--- config.mk ---
export PLATFORM = sky130hd
export DESIGN_NAME = diag_matmul_sequencer
export DESIGN_NICKNAME = d
export VERILOG_FILES = /design/src/rtl/diag_matmul_sequencer.sv
export SDC_FILE = /design/constraint.sdc
export NUM_CORES = 2
export LEC_CHECK = 0
export BUFFER_PORTS_ARGS = -buffer_cell sky130_fd_sc_hd__buf_2
export CAP_MARGIN = 20
export CORE_AREA = 2 2 279 281
export DETAILED_ROUTE_END_ITERATION = 10
export DIE_AREA = 0 0 281 283
export PLACE_DENSITY_LB_ADDON = 0.3
export SETUP_SLACK_MARGIN = 0.1
export SLEW_MARGIN = 5
export SYNTH_ARGS = -nofsm -noshare
export SYNTH_HDL_FRONTEND = slang
export SYNTH_SLANG_ARGS = --single-unit
--- constraint.sdc ---
create_clock -name clk -period 8.8 [get_ports clk]
set_input_delay 0.88 -clock clk [delete_from_list [all_inputs] [get_ports clk]]
set_output_delay 0.88 -clock clk [all_outputs]
set_load 0.02 [all_outputs]
--- src/rtl/diag_matmul_sequencer.sv ---
// diag_matmul_sequencer
//
// Computes C = diag(A) * B for an N-element diagonal A and an N x M matrix B.
// The job runs in three phases:
//   1. Load all N elements of A into a local register file.
//   2. Stream B in row-major order, producing one C element per B element.
//   3. Wait for the last C element to be accepted downstream.
//
// Each C element is one signed 32 x 32 multiply. It is registered, so a C
// result appears one cycle after the B element that produced it.
//
// Optional feature (compile-time macro DIAG_MATMUL_SAT_EN):
//   - Defined: the product saturates to the int32 range.
//   - Undefined: the product keeps its low 32 bits (two's-complement wrap).
//
// Ports:
//   clk, rst_n      : clock; synchronous active-low reset
//   start           : one-cycle job request (only honoured when idle)
//   busy, done      : busy from job accept to completion; done pulses once
//   a_valid/a_ready : diagonal element handshake, data on a_data
//   b_valid/b_ready : matrix element handshake, data on b_data (row-major)
//   c_valid/c_ready : result handshake, data on c_data; c_last marks C[N-1][M-1]
module diag_matmul_sequencer #(
    parameter int unsigned N = 16,
    parameter int unsigned M = 16
) (
    input  logic        clk,
    input  logic        rst_n,
    input  logic        start,
    output logic        busy,
    output logic        done,
    input  logic        a_valid,
    input  logic [31:0] a_data,
    output logic        a_ready,
    input  logic        b_valid,
    input  logic [31:0] b_data,
    output logic        b_ready,
    output logic        c_valid,
    output logic [31:0] c_data,
    input  logic        c_ready,
    output logic        c_last
);

    localparam int unsigned KW = $clog2(N);
    localparam int unsigned CW = (M > 1) ? $clog2(M) : 1;
    localparam logic [KW-1:0] KLast = KW'(N - 1);
    localparam logic [CW-1:0] CLast = CW'(M - 1);

    typedef enum logic [1:0] {StIdle, StLoadA, StStream, StFlush} state_e;

    state_e state_q, state_d;

    logic [KW-1:0] k_q;
    logic [KW-1:0] row_q;
    logic [CW-1:0] col_q;
    logic          c_valid_q;
    logic          c_last_q;
    logic [31:0]   c_data_q;

    logic signed [31:0] a_reg [N];
    logic signed [31:0] a_sel;
    logic signed [31:0] b_sig;
    logic [31:0]        product;
    logic               a_xfer;
    logic               b_xfer;
    logic               out_free;
    logic               at_end;

    assign a_sel    = a_reg[row_q];
    assign b_sig    = b_data;
    assign out_free = !c_valid_q || c_ready;
    assign at_end   = (row_q == KLast) && (col_q == CLast);
    assign a_xfer   = a_valid && a_ready;
    assign b_xfer   = b_valid && b_ready;
    assign busy     = (state_q != StIdle);
    assign c_valid  = c_valid_q;
    assign c_data   = c_data_q;
    assign c_last   = c_last_q;

`ifdef DIAG_MATMUL_SAT_EN
    logic signed [63:0] prod_full;

    // Both operands are sign-extended to 64 bits before the multiply,
    // because the left-hand side is 64 bits wide.
    assign prod_full = a_sel * b_sig;

    // The result fits in int32 only if bits 63..31 are all copies of the sign.
    always_comb begin
        product = prod_full[31:0];
        if (prod_full[63:31] != {33{prod_full[63]}}) begin
            product = prod_full[63] ? 32'h8000_0000 : 32'h7FFF_FFFF;
        end
    end
`else
    // The low 32 bits of a signed product do not depend on the high half.
    assign product = a_sel * b_sig;
`endif

    always_comb begin
        state_d = state_q;
        a_ready = 1'b0;
        b_ready = 1'b0;
        done    = 1'b0;
        unique case (state_q)
            StIdle: begin
                if (start) state_d = StLoadA;
            end
            StLoadA: begin
                a_ready = 1'b1;
                if (a_valid && (k_q == KLast)) state_d = StStream;
            end
            StStream: begin
                b_ready = out_free;
                if (b_valid && out_free && at_end) state_d = StFlush;
            end
            StFlush: begin
                if (c_valid_q && c_ready && c_last_q) begin
                    done    = 1'b1;
                    state_d = StIdle;
                end
            end
            default: state_d = StIdle;
        endcase
    end

    always_ff @(posedge clk) begin
        if (!rst_n) begin
            state_q   <= StIdle;
            k_q       <= '0;
            row_q     <= '0;
            col_q     <= '0;
            c_valid_q <= 1'b0;
            c_last_q  <= 1'b0;
            c_data_q  <= '0;
        end else begin
            state_q <= state_d;
            if (a_xfer) begin
                k_q <= (k_q == KLast) ? '0 : k_q + KW'(1);
            end
            if (b_xfer) begin
                if (col_q == CLast) begin
                    col_q <= '0;
                    row_q <= (row_q == KLast) ? '0 : row_q + KW'(1);
                end else begin
                    col_q <= col_q + CW'(1);
                end
                c_valid_q <= 1'b1;
                c_data_q  <= product;
                c_last_q  <= at_end;
            end else if (c_ready) begin
                c_valid_q <= 1'b0;
                c_last_q  <= 1'b0;
            end
        end
    end

    // No reset: a_reg is always fully reloaded before it is read.
    always_ff @(posedge clk) begin
        if (a_xfer) a_reg[k_q] <= a_data;
    end

endmodule
==> key figures <==
Critical path
  – Critical path buffers and inverters: 8
  – Worst r2r path cells: 33
  – Arr. time, crit path: 8.98 ns
  – Reg-to-reg slack, setup: about 0.35 ns
  – Critical path capture point type: register
  – Crit path to: c_data[29]$_SDFFE_PN0P_
  – Max stage delay on crit path: approximately 0.55 ns
  – Worst-path fanout max: 6
  – Slowest CP cell: fa_1
  – Critical setup path kind: reg2reg
  – Reg2reg end: c_data[29]$_SDFFE_PN0P_
  – CP startpoint kind: register
  – Family with the most delay on the worst path: adder cells
  – Crit path top cell by count: fa_1
  – CP Data Required Time: 9.32 ns
  – Critical path depth: 33

Detailed routing
  – WL met2: ~48000 um
  – Top sig layer: met5
  – Initial drt markers: 1649
  – Via-per-instance ratio: 5.486
  – DR pass1 iterations: 5
  – Met3 wire len: 5535 um
  – Drt drc: 0
  – Final WL: around 94000 um
  – Routed length on met1: between 30000 and 40000 um
  – DRT antenna net count: 0
  – Total number of vias: 22540
  – DR WL/cell: between 20 and 25 um

Synthesis
  – Yosys Warn Count: 0
  – Mean Syn Cell Area: 13.32 um^2
  – Synth area leader: edfxtp_1
  – Top cells by area, synth: edfxtp_1 (41%), fa_1 (22%), mux4_2 (7.7%)
  – Fraction of registers with async set/reset: 0%
  – Mapped Cells: 2849
  – Synth cell types: 58
  – Post-synth top area share: between 40% and 50%
  – Yosys reg bits: 564
  – Synthesized area: 37950 um^2
  – Synthesized Nets: roughly 3500
  – Primary FF master, synth: edfxtp_1
  – Register area share after synthesis: 43.25%
  – Number of flops mapped to enable cells by yosys: 512

STA
  – Rel. slew slack: ~37%
  – Final Max Slew Viols: 0
  – Slew @ Worst Pin: 0.9408 ns
  – Max frequency: 118.3 MHz
  – Final min period: 8.453 ns
  – Final hold viol count: 0
  – RSZ-0062 raised after global routing: yes
  – Tcrit/Tclk final: 96.06%
  – Final setup vio count: 0
  – Hold Slack: 0.4611 ns
  – Clock skew: 0.05440 ns

Global route
  – Tot GR Track Use: between 20% and 30%
  – Global-route wire length before repair: about 140000 um
  – Grt ovf: 0
  – Antenna violations before repair: 8
  – Largest net degree at the start of global routing: 57
  – Vias in the first global route: roughly 24000

Clock network
  – Clk buf depth: 3
  – CTS Buf Count: 55
  – CTS tree: built
  – # hold bufs at CTS: 0
  – Clock Latency Late Sink: 0.63 ns
  – Clock root cell: clkbuf_16
  – TritonCTS Sinks: 564
  – # H-tree levels: 2
  – Clock transition at path regs: 0.07 ns

Floorplan
  – Die ar.: 79520 um^2
  – # rows: 102
  – Starting Density: 49.48%
  – Chip width: 281 um
  – I/O Pins: 108
  – Die span in y: 283 um
  – Core area: between 70000 and 80000 um^2

Placed design
  – I/O Buffers: 107
  – GP Congestion: 0.9494
  – Post-DP HPWL: between 60000 and 70000 um

Min path
  – HP Class: reg2reg

Finish
  – Final Net Count: 3661
  – Layout cells sized above 1: 16.93%
  – Commonest non-fill, non-tap cells in the layout: edfxtp_1 (512), inv_1 (463), fa_1 (406)
  – Most common cell after layout, fill and taps aside: edfxtp_1
  – Max FFs per register: 512
  – Area Overhead vs Synth: 11.85%
  – Fillers: 6155

Status
  – Status: finished, final reports clean

Run
  – Max Cap Viol: 0
stage by stage:
| stage | utilization (%) | instance area (um^2) | TNS (ns) | worst slack (ns) | instances |
|---|---|---|---|---|---|
| 2_1_floorplan | - | 37950 | 0 | 0.2137 | 2849 |
| 6_report | 55.35 | 42450 | 0 | 0.3465 | 4109 |
| 3_5_place_dp | 52.49 | 40260 | -0.3007 | -0.1119 | 3974 |
| 3_3_place_gp | 52.48 | 40250 | -0.3515 | -0.1296 | 3973 |
| 5_1_grt | 55.34 | 42450 | 0 | 0.01715 | 4107 |
| 4_1_cts | 54.91 | 42120 | 0 | 0.1156 | 4088 |
kinds of logic (layout without fill, tap and decap cells):
| logic type | count (synthesis) | after routing | share of synthesized area [%] |
|---|---|---|---|
| simple gates | 695 | 695 | 9.504 |
| buf+inv | 601 | 818 | 6.257 |
| fa+ha+maj | 569 | 569 | 26.83 |
| flops | 564 | 564 | 43.25 |
| mux | 180 | 180 | 9.356 |
| compound gates | 154 | 154 | 2.614 |
| xor+xnor | 86 | 86 | 2.189 |
| other cells | 0 | 3 | 0 |
what timing repair did:
item,CTS,global route
pin swaps,0,8
setup buffers,13,16
gates resized for setup,8,38
endpoints found under the setup margin,9,10
cloned,0,2
synth_stat cells (3+ instances only):
cell type / instances
edfxtp_1: 512
inv_1: 463
fa_1: 408
and2_1: 327
nand2_1: 248
ha_1: 161
mux4_2: 129
clkbuf_1: 101
xnor2_1: 64
dfxtp_1: 52
nor2_1: 45
o21ai_0: 43
mux2i_1: 39
a21oi_1: 33
buf_2: 20
nand2b_1: 16
xor2_1: 16
nand3_1: 15
a21boi_0: 12
a21o_1: 10
buf_6: 10
nand4_1: 10
o211ai_1: 9
a22oi_1: 8
mux4_1: 8
nor2b_1: 8
nor3_1: 8
o21bai_1: 7
a211oi_1: 6
o21a_1: 5
a31oi_1: 4
buf_1: 4
mux2_2: 4
nand4b_1: 4
o211a_1: 4
or2_2: 4
xnor3_1: 4
or3_1: 3
cell type report:
cell class	instances	area, um^2	area share [%]
antenna	3	7.507	0.01768
tap	1040	1301	3.065
sequential	564	16430	38.70
multi-input combinational	1684	19400	45.71
clock inverter	38	291.5	0.6867
timing repair buffer	254	1877	4.421
clock buffer	63	1406	3.313
inverter	463	1738	4.094
worst min-delay path by stage:
stage | startpoint | end | slack, ns | depth (start not counted)
after floorplan | col_q[1]$_SDFFE_PN0P_ | col_q[1]$_SDFFE_PN0P_ | 0.46 | 2
after global placement | c_data[7]$_SDFFE_PN0P_ | c_data[7]$_SDFFE_PN0P_ | 0.45 | 2
after detailed placement | c_data[5]$_SDFFE_PN0P_ | c_data[5]$_SDFFE_PN0P_ | 0.46 | 2
after CTS | c_data[5]$_SDFFE_PN0P_ | c_data[5]$_SDFFE_PN0P_ | 0.46 | 2
after global routing | c_data[7]$_SDFFE_PN0P_ | c_data[7]$_SDFFE_PN0P_ | 0.50 | 2
final | c_data[5]$_SDFFE_PN0P_ | c_data[5]$_SDFFE_PN0P_ | 0.46 | 2
metal layers:
metal	vias to the layer above	GRT usage, %
met1	11900	31.62
li1	9791	-
met3	180	4.041
met5	-	0
met4	12	8.449
met2	662	41.32
tightest hold or removal path, stage by stage, from the launching register on:
cell and delay, ns:
dfxtp_1 0.31, nand2_1 0.04, a21boi_0 0.06
Power is left out: the tool's default activity adds up to more than one toggle a clock period on the data nets, which glitch-free logic cannot reach.
